===== src/rtl/inst_fetch_responder_pkg.sv =====
// Shared definitions for the instruction-side fetch responder.
// Widths of addresses, instruction words and RAM bytes, boolean constants,
// zero constants and the responder state encoding.
package inst_fetch_responder_pkg;

  localparam int ADDR_W = 32;
  localparam int INS_W  = 32;
  localparam int BYTE_W = 8;

  localparam logic TRUE  = 1'b1;
  localparam logic FALSE = 1'b0;

  localparam logic [INS_W-1:0]  ZERO_WORD = '0;
  localparam logic [ADDR_W-1:0] ZERO_ADDR = '0;

  // Index value meaning "all four bytes addressed".
  localparam logic [2:0] IDX_FULL = 3'd4;
  // Index of the last byte of a word; it goes straight from mem_din into the word.
  localparam logic [2:0] IDX_LAST = 3'd3;

  typedef enum logic [1:0] {
    ST_IDLE       = 2'd0,
    ST_WAIT_GRANT = 2'd1,
    ST_READ       = 2'd2
  } fetch_state_e;

endpackage


===== src/rtl/inst_fetch_responder.sv =====
// inst_fetch_responder
//   Latches a fetch request from the instruction fetcher, waits for the bus
//   arbiter's grant, performs four little-endian byte reads on the byte-wide
//   RAM bus and returns the assembled 32-bit instruction with a one-cycle
//   ok pulse. A drop from the fetcher abandons any accepted or in-flight fetch.
//
// Ports
//   clk, rst            clock, asynchronous active-high reset
//   rdy                 global ready; low pauses the block (a READ restarts)
//   ena_from_if         fetch request
//   pc_from_if          byte address of the instruction to fetch
//   drop_flag_from_if   abort current fetch
//   ok_flag_to_if       one-cycle pulse, inst_to_if valid
//   inst_to_if          assembled instruction, held until the next ok
//   bus_grant           arbiter permission to start using the RAM bus
//   if_busy             high in WAIT_GRANT and READ
//   mem_din             RAM read data (one cycle after the address)
//   mem_a               RAM byte address
//   mem_wr              RAM write enable, always 0
module inst_fetch_responder
  import inst_fetch_responder_pkg::*;
(
  input  logic              clk,
  input  logic              rst,
  input  logic              rdy,
  input  logic              ena_from_if,
  input  logic [ADDR_W-1:0] pc_from_if,
  input  logic              drop_flag_from_if,
  output logic              ok_flag_to_if,
  output logic [INS_W-1:0]  inst_to_if,
  input  logic              bus_grant,
  output logic              if_busy,
  input  logic [BYTE_W-1:0] mem_din,
  output logic [ADDR_W-1:0] mem_a,
  output logic              mem_wr
);

  fetch_state_e      state_q, state_d;
  logic [ADDR_W-1:0] req_pc_q, req_pc_d;
  logic [2:0]        issue_idx_q, issue_idx_d;
  logic [2:0]        recv_idx_q, recv_idx_d;
  logic              ok_q, ok_d;
  logic [INS_W-1:0]  inst_q, inst_d;
  logic [ADDR_W-1:0] mem_a_q, mem_a_d;
  // Bytes 0..2 only: byte 3 is taken directly from mem_din when the word completes.
  logic [2:0][BYTE_W-1:0] byte_buf_q, byte_buf_d;

  always_comb begin
    state_d     = state_q;
    req_pc_d    = req_pc_q;
    issue_idx_d = issue_idx_q;
    recv_idx_d  = recv_idx_q;
    ok_d        = FALSE;
    inst_d      = inst_q;
    mem_a_d     = mem_a_q;
    byte_buf_d  = byte_buf_q;

    if (!rdy) begin
      // Bytes returned while paused cannot be trusted, so a READ starts over
      // from req_pc on the first edge with rdy back high.
      if (state_q == ST_READ) begin
        issue_idx_d = '0;
        recv_idx_d  = '0;
      end
    end else if (drop_flag_from_if) begin
      state_d     = ST_IDLE;
      issue_idx_d = '0;
      recv_idx_d  = '0;
    end else begin
      case (state_q)
        ST_IDLE: begin
          if (ena_from_if) begin
            req_pc_d = pc_from_if;
            if (bus_grant) begin
              state_d     = ST_READ;
              mem_a_d     = pc_from_if;
              issue_idx_d = 3'd1;
              recv_idx_d  = '0;
            end else begin
              state_d = ST_WAIT_GRANT;
            end
          end
        end

        ST_WAIT_GRANT: begin
          if (bus_grant) begin
            state_d     = ST_READ;
            mem_a_d     = req_pc_q;
            issue_idx_d = 3'd1;
            recv_idx_d  = '0;
          end
        end

        ST_READ: begin
          if (issue_idx_q < IDX_FULL) begin
            mem_a_d     = req_pc_q + ADDR_W'(issue_idx_q);
            issue_idx_d = issue_idx_q + 3'd1;
          end
          // Once two addresses have gone out, mem_din carries byte recv_idx.
          if (issue_idx_q >= 3'd2) begin
            if (recv_idx_q == IDX_LAST) begin
              inst_d      = {mem_din, byte_buf_q[2], byte_buf_q[1], byte_buf_q[0]};
              ok_d        = TRUE;
              state_d     = ST_IDLE;
              issue_idx_d = '0;
              recv_idx_d  = '0;
            end else begin
              byte_buf_d[recv_idx_q[1:0]] = mem_din;
              recv_idx_d                  = recv_idx_q + 3'd1;
            end
          end
        end

        default: state_d = ST_IDLE;
      endcase
    end
  end

  always_ff @(posedge clk or posedge rst) begin
    if (rst) begin
      state_q     <= ST_IDLE;
      req_pc_q    <= ZERO_ADDR;
      issue_idx_q <= '0;
      recv_idx_q  <= '0;
      ok_q        <= FALSE;
      inst_q      <= ZERO_WORD;
      mem_a_q     <= ZERO_ADDR;
    end else begin
      state_q     <= state_d;
      req_pc_q    <= req_pc_d;
      issue_idx_q <= issue_idx_d;
      recv_idx_q  <= recv_idx_d;
      ok_q        <= ok_d;
      inst_q      <= inst_d;
      mem_a_q     <= mem_a_d;
    end
  end

  // Assembly bytes are pure data; their content is only used after being refilled.
  always_ff @(posedge clk) begin
    byte_buf_q <= byte_buf_d;
  end

  assign ok_flag_to_if = ok_q;
  assign inst_to_if    = inst_q;
  assign mem_a         = mem_a_q;
  assign if_busy       = (state_q != ST_IDLE);
  assign mem_wr        = FALSE;

endmodule


===== config.mk =====
export PLATFORM = sky130hd
export DESIGN_NAME = inst_fetch_responder
export DESIGN_NICKNAME = d
export VERILOG_FILES = /design/src/rtl/inst_fetch_responder_pkg.sv /design/src/rtl/inst_fetch_responder.sv
export SDC_FILE = /design/constraint.sdc
export NUM_CORES = 1
export LEC_CHECK = 0
export CAP_MARGIN = 15
export CELL_PAD_IN_SITES_DETAIL_PLACEMENT = 1
export CELL_PAD_IN_SITES_GLOBAL_PLACEMENT = 1
export CORE_ASPECT_RATIO = 1.5
export CORE_MARGIN = 4
export CORE_UTILIZATION = 43
export CTS_BUF_LIST = sky130_fd_sc_hd__clkbuf_4
export CTS_CLUSTER_DIAMETER = 60
export CTS_CLUSTER_SIZE = 24
export DETAILED_ROUTE_END_ITERATION = 10
export PLACE_DENSITY = 0.79
export SLEW_MARGIN = 40
export SYNTH_ARGS = -nofsm -noshare
export SYNTH_HDL_FRONTEND = slang
export SYNTH_SLANG_ARGS = --single-unit
export TNS_END_PERCENT = 50

===== constraint.sdc =====
create_clock -name clk -period 4.55 [get_ports clk]
set_input_delay 0.6825 -clock clk [delete_from_list [all_inputs] [get_ports clk]]
set_output_delay 0.6825 -clock clk [all_outputs]
set_load 0.02 [all_outputs]

==> results of run 1 <==
## critical path, cell delays in order (launching register included)
cell and delay (ns):
dfrtp_1 0.41, inv_1 0.09, ha_1 0.22, inv_1 0.49, o21ai_1 0.20, or3_1 0.65, buf_4 0.35, or3_1 0.33
o21ai_0 0.08, a21oi_1 0.05
## state kept, by name (all words and copies together) (netlist names)
| register | flops |
|---|---|
| byte_buf_q | 24 |
| inst_to_if | 32 |
| issue_idx_q | 3 |
| mem_a | 32 |
| ok_flag_to_if | 1 |
| recv_idx_q | 3 |
| req_pc_q | 32 |
| state_q | 2 |
## cell families after synthesis
| group | synth area share |
|---|---|
| and+or+nand+nor | 0.141 |
| AOI/OAI and AO/OA | 0.137 |
| DFF | 0.538 |
| muxes | 0.116 |
| buffers and inverters | 0.0309 |
| adders and majority gates | 0.0273 |
| xor gates and xnor gates | 0.00985 |
| other | 0.000602 |
## through the flow
step / worst slack, ns / hold slack [ns] / utilization
2_1_floorplan: 1.11 / 0.454 / -
3_3_place_gp: 1.37 / 0.456 / 0.531
3_5_place_dp: 1.31 / 0.464 / 0.531
4_1_cts: 1.56 / 0.490 / 0.555
5_1_grt: 1.36 / 0.501 / 0.555
6_report: 1.55 / 0.482 / 0.555
## metal layers
layer / up-vias / share of wire / wire length [um]
met4: 0 / 0.021 / 376
met2: 170 / 0.55 / 9640
met1: 2550 / 0.38 / 6710
met5: - / 0 / 0
li1: 2270 / - / -
met3: 24 / 0.047 / 832
## path summary, 6_finish.rpt
kind | slack, ns | startpoint | depth (start not counted) | endpoint
max in group asynchronous | 3.00 | rst | 3 | req_pc_q[6]$_DFFE_PP0P_
worst min-delay path | 0.48 | byte_buf_q[7]$_DFFE_PP_ | 1 | inst_to_if[7]$_DFFE_PP0P_
min in group asynchronous | 0.60 | rst | 2 | inst_to_if[11]$_DFFE_PP0P_
worst max-delay path | 1.55 | state_q[0]$_DFFE_PP0P_ | 9 | mem_a[31]$_DFFE_PP0P_
worst min register to register | 0.48 | byte_buf_q[7]$_DFFE_PP_ | 1 | inst_to_if[7]$_DFFE_PP0P_
worst max register to register | 1.55 | state_q[0]$_DFFE_PP0P_ | 9 | mem_a[31]$_DFFE_PP0P_
## synthesized netlist by cell type (all sizes together) (7+ instances only)
master	n
nand4	9
edfxtp	24
nand3	15
ha	12
a21o	8
o21a	7
o21ai	45
a31oi	13
and4	9
and2	8
clkbuf	20
a21oi	26
nor3	16
inv	11
buf	13
nor2	21
or3	9
mux2	64
dfrtp	105
nand2	44
## power breakdown
| part | switching, uW | internal, uW | leakage [uW] |
|---|---|---|---|
| Sequential | 302 | 1450 | 0.00155 |
| Clock | 463 | 454 | 0.000184 |
| Combinational | 749 | 637 | 0.00149 |
## final cells by class
type	instances	area (um^2)	share of cell area
Antenna cell	1	2.50	0.000319
Clock buffer	18	135	0.0172
Clock inverter	14	203	0.0258
Inverter	11	43.8	0.00558
Multi-Input combinational cell	379	2690	0.343
Sequential cell	129	3350	0.427
Tap cell	192	240	0.0306
Timing Repair Buffer	120	1180	0.150
==> flow_metrics.env, run 1 <==
export IMPL_syn_area_um2=6230
export IMPL_synth_seq_cells=129
export IMPL_insertion_delay_ns=0.53
export IMPL_outcome="finished clean"
export IMPL_use_met2=0.412
export IMPL_syn_inst=552
export IMPL_num_vias=5014
export IMPL_fp_dieW_um=106
export IMPL_cellLeakagePower_uw=0.00322
export IMPL_async_flop_share=0.814
export IMPL_grt_pass1_wl_mm=28.1
export IMPL_nets=717
export IMPL_fmax_mhz=333
export IMPL_cts_buffer_depth=2
export IMPL_power_uw=4050
export IMPL_avgSynthCellArea_um2=11.3
export IMPL_antenna_left=0
export IMPL_place_port_buffers=111
export IMPL_maxCapViolations=0
export IMPL_yosysUniqueCellTypes=64
export IMPL_hold_viol_final=0
export IMPL_postCtsHoldBufs=0
export IMPL_netlist_top_cells_area="dfrtp_1 42%, edfxtp_1 12%, mux2_2 12%"
export IMPL_yosysSeqAreaShare=0.538
export IMPL_powerDensity_nw_per_um2=516
export IMPL_grt_max_degree=54
export IMPL_numCtsBuffers=17
export IMPL_clock_sinks=129
export IMPL_ys_flop_type="dfrtp_1"
export IMPL_post_drt_wl_per_cell_um=20.3
export IMPL_worstHoldPathType="reg2reg"
export IMPL_synth_area_leader_cell="dfrtp_1"
export IMPL_grt_use_met1=0.237
export IMPL_clk_pin_slew_ns=0.14
export IMPL_die_h_um=155
export IMPL_place_congestion=0.855
export IMPL_fin_crit_sh=0.660
export IMPL_setup_tns_final_ns=0
export IMPL_h_tree_depth=4
export IMPL_required_ns=4.96
export IMPL_report_final_slew_viol_count=0
export IMPL_cts_root_buf="clkbuf_4"
export IMPL_grt_overflow=0
export IMPL_grt_pass1_vias=5426
export IMPL_drc=0
export IMPL_antenna_found_initial=1
export IMPL_fill_cells=1522
export IMPL_layout_drive_gt1_share=0.171
export IMPL_synth_warning_count=0
export IMPL_crit_type="reg2reg"
export IMPL_area_delta_synth_final_pct=25.9
export IMPL_firstDrtPassIters=5
export IMPL_place_inst=831
export IMPL_cts_resized=0
export IMPL_startpoint_type="flop"
export IMPL_crit_arrival_ns=3.41
export IMPL_post_cts_setup_buffer_count=0
export IMPL_drt_wl_total_mm=17.6
export IMPL_final_cells=864
export IMPL_core_area_um2=14100
export IMPL_place_hpwl_mm=12.4
export IMPL_synth_edf_count=24
export IMPL_die_area_um2=16500
export IMPL_ir_drop_mv=0.239
export IMPL_report_final_setup_viol=0
export IMPL_grt_util_met3=0.0432
export IMPL_design_area_um2=7840
export IMPL_tightest_slew_ns=0.709
export IMPL_syn_num_nets=611
export IMPL_ios=113
export IMPL_place_area_um2=7500
export IMPL_busiest_layer="met2"
export IMPL_slew_headroom=0.528
export IMPL_critPathMaxFanout=23
export IMPL_rsz0062_at_grt="no"
export IMPL_fin_skew_ns=0.0252
export IMPL_layout_commonest_cell="clkdlybuf4s50_1"
export IMPL_layout_min_cycle_time_ns=3.00
export IMPL_track_usage=0.218
export IMPL_dr_first_iter_drc_count=243
export IMPL_cts_tree="built"
export IMPL_end_kind="flop"
export IMPL_synth_top_area_share=0.422
export IMPL_final_cell_mix="111 x clkdlybuf4s50_1, 105 x dfrtp_1, 64 x mux2_2"
export IMPL_rows=53
export IMPL_via_per_inst=5.80
export IMPL_floorplan_initialDensity=0.441
No activity file was read; power rests on OpenSTA's default activity.
==> inputs of run 2 (changes only) <==
--- a/config.mk
+++ b/config.mk
@@ -10,12 +10,12 @@
 export CELL_PAD_IN_SITES_GLOBAL_PLACEMENT = 1
 export CORE_ASPECT_RATIO = 1.5
 export CORE_MARGIN = 4
-export CORE_UTILIZATION = 43
+export CORE_UTILIZATION = 39
 export CTS_BUF_LIST = sky130_fd_sc_hd__clkbuf_4
 export CTS_CLUSTER_DIAMETER = 60
 export CTS_CLUSTER_SIZE = 24
 export DETAILED_ROUTE_END_ITERATION = 10
-export PLACE_DENSITY = 0.79
+export PLACE_DENSITY = 0.76
 export SLEW_MARGIN = 40
 export SYNTH_ARGS = -nofsm -noshare
 export SYNTH_HDL_FRONTEND = slang
==> constraint.sdc (replaced) <==
create_clock -name clk -period 2.5 [get_ports clk]
set_input_delay 0.375 -clock clk [delete_from_list [all_inputs] [get_ports clk]]
set_output_delay 0.375 -clock clk [all_outputs]
set_load 0.02 [all_outputs]
==> flow_metrics.env, run 2 (synthesized netlist as in run 1, its figures left out) <==
export IMPL_rows=56
export IMPL_design_area_um2=8020
export IMPL_insertion_delay_ns=0.54
export IMPL_m1WireLength_mm=6.97
export IMPL_clock_sinks=129
export IMPL_path_buf_inv=0
export IMPL_startpoint_type="flop"
export IMPL_grt_overflow=0
export IMPL_r2r_start="issue_idx_q[0]$_DFFE_PP0P_"
export IMPL_via_per_inst=5.57
export IMPL_post_place_ws_ns=0.0376
export IMPL_layout_commonest_cell="clkdlybuf4s50_1"
export IMPL_tightest_slew_ns=0.683
export IMPL_antenna_found_initial=1
export IMPL_fin_skew_ns=0.0309
export IMPL_regToRegEndpoint="mem_a[30]$_DFFE_PP0P_"
export IMPL_numCtsBuffers=17
export IMPL_grt_max_degree=96
export IMPL_place_area_um2=7680
export IMPL_crit_slowest_cell="or4_1"
export IMPL_end_kind="flop"
export IMPL_cts_tree="built"
export IMPL_drc=0
export IMPL_antenna_left=0
export IMPL_nets=732
export IMPL_postCtsHoldBufs=0
export IMPL_fp_dieW_um=111
export IMPL_outcome="finished clean"
export IMPL_fill_cells=1688
export IMPL_place_port_buffers=111
export IMPL_highest_layer="met4"
export IMPL_layout_min_cycle_time_ns=2.34
export IMPL_place_hpwl_mm=12.7
export IMPL_firstDrtPassIters=4
export IMPL_hold_slack_ns=0.0922
export IMPL_report_final_setup_viol=0
export IMPL_slew_headroom=0.540
export IMPL_cts_buffer_depth=2
export IMPL_dr_first_iter_drc_count=238
export IMPL_cellLeakagePower_uw=0.00332
export IMPL_regArea_um2=3350
export IMPL_post_drt_wl_per_cell_um=20.1
export IMPL_final_cell_mix="110 x clkdlybuf4s50_1, 105 x dfrtp_1, 64 x mux2_2"
export IMPL_critPathTopFamily="simple AND/OR/NAND/NOR gates"
export IMPL_area_delta_synth_final_pct=28.9
export IMPL_worstHoldPathType="in2async"
export IMPL_die_h_um=163
export IMPL_route_met3_wl_um=741
export IMPL_ios=113
export IMPL_drt_wl_total_mm=17.9
export IMPL_place_congestion=0.835
export IMPL_ir_drop_mv=0.493
export IMPL_critPathMaxFanout=6
export IMPL_rsz0062_at_grt="no"
export IMPL_required_ns=2.96
export IMPL_report_final_slew_viol_count=0
export IMPL_grt_pass1_vias=5478
export IMPL_crit_arrival_ns=2.80
export IMPL_crit_chain="ha_1 -> fa_1 -> a21oi_2 -> nor2_2 -> nand4_4 -> or4_1 -> a31oi_1"
export IMPL_cts_root_buf="clkbuf_4"
export IMPL_route_met2_wl_mm=9.91
export IMPL_worst_r2r_path_depth=7
export IMPL_grt_pass1_wl_mm=29.1
export IMPL_multiInputGateArea_um2=2710
export IMPL_post_cts_setup_buffer_count=0
export IMPL_maxCapViolations=0
export IMPL_track_usage=0.203
export IMPL_layout_drive_gt1_share=0.194
export IMPL_setup_tns_final_ns=0
export IMPL_h_tree_depth=4
export IMPL_fmax_mhz=427
export IMPL_hold_viol_final=0
export IMPL_floorplan_initialDensity=0.399
export IMPL_crit_type="reg2reg"
export IMPL_layout_setup_ws_ns=0.160
export IMPL_fin_crit_sh=0.936
export IMPL_core_area_um2=15600
export IMPL_clk_pin_slew_ns=0.14
export IMPL_critPathMaxStageDelay_ns=0.52
export IMPL_r2r_slack_ns=0.16
export IMPL_powerDensity_nw_per_um2=925
export IMPL_die_area_um2=18100
export IMPL_num_vias=4956
[run 2: cell types whose count changed in the layout (fill, tap and decap cells not counted), sizes merged]
cell | previous run | this run
clkinvlp | 0 | 2
bufinv | 4 | 3
clkdlybuf4s50 | 111 | 110
dlymetal6s2s | 0 | 1
clkbuf | 18 | 17
buf | 9 | 24
[run 2: how the worst max path moves through the flow]
stage	startpoint	to	slack, ns	cells past startpoint
after detailed placement	rdy	byte_buf_q[17]$_DFFE_PP_	0.04	5
after global placement	rdy	byte_buf_q[10]$_DFFE_PP_	0.22	5
after CTS	state_q[0]$_DFFE_PP0P_	byte_buf_q[14]$_DFFE_PP_	0.007	6
final	issue_idx_q[0]$_DFFE_PP0P_	mem_a[30]$_DFFE_PP0P_	0.16	7
after floorplan	state_q[0]$_DFFE_PP0P_	mem_a[26]$_DFFE_PP0P_	0.43	9
after global routing	issue_idx_q[0]$_DFFE_PP0P_	mem_a[24]$_DFFE_PP0P_	0.008	8
[run 2: worst reg2reg max path: cells and delay by family (launching register included)]
kind | cells | cell delay, ns
DFF | 1 | 0.43
adders and majority gates | 2 | 0.48
AOI/OAI and AO/OA | 2 | 0.30
and+or+nand+nor | 3 | 1.05
[run 2: area by class of cell]
class,instances,share of cell area
antenna,1,0.000312
clock buffer,17,0.0159
clock inverter,15,0.0246
inverter,11,0.00561
multi-input combinational,379,0.337
sequential,129,0.417
tap,203,0.0317
timing repair buffer,135,0.167
[run 2: timing repair]
item                       in CTS  in global routing
gates cloned                    0                  0
gates resized for setup         1                  4
setup endpoints to repair       8                 28
[run 2: where the power goes]
part	internal, uW	switching, uW	total [uW]
combinational	1220	1410	2640
clock	726	892	1620
sequential	2630	533	3160
[run 2: layer usage]
| layer | GRT usage | up-vias |
|---|---|---|
| met1 | 0.230 | 2512 |
| li1 | - | 2296 |
| met5 | 0 | - |
| met2 | 0.384 | 128 |
| met3 | 0.0390 | 20 |
| met4 | 0.0598 | 0 |
[run 2: through the flow]
step                utilization  power [uW]  instances
global route              0.514        7890        890
global placement          0.491        5730        857
CTS                       0.512        7470        889
finish                    0.514        7420        890
detailed placement        0.491        5820        857
floorplan                     -        4600        552
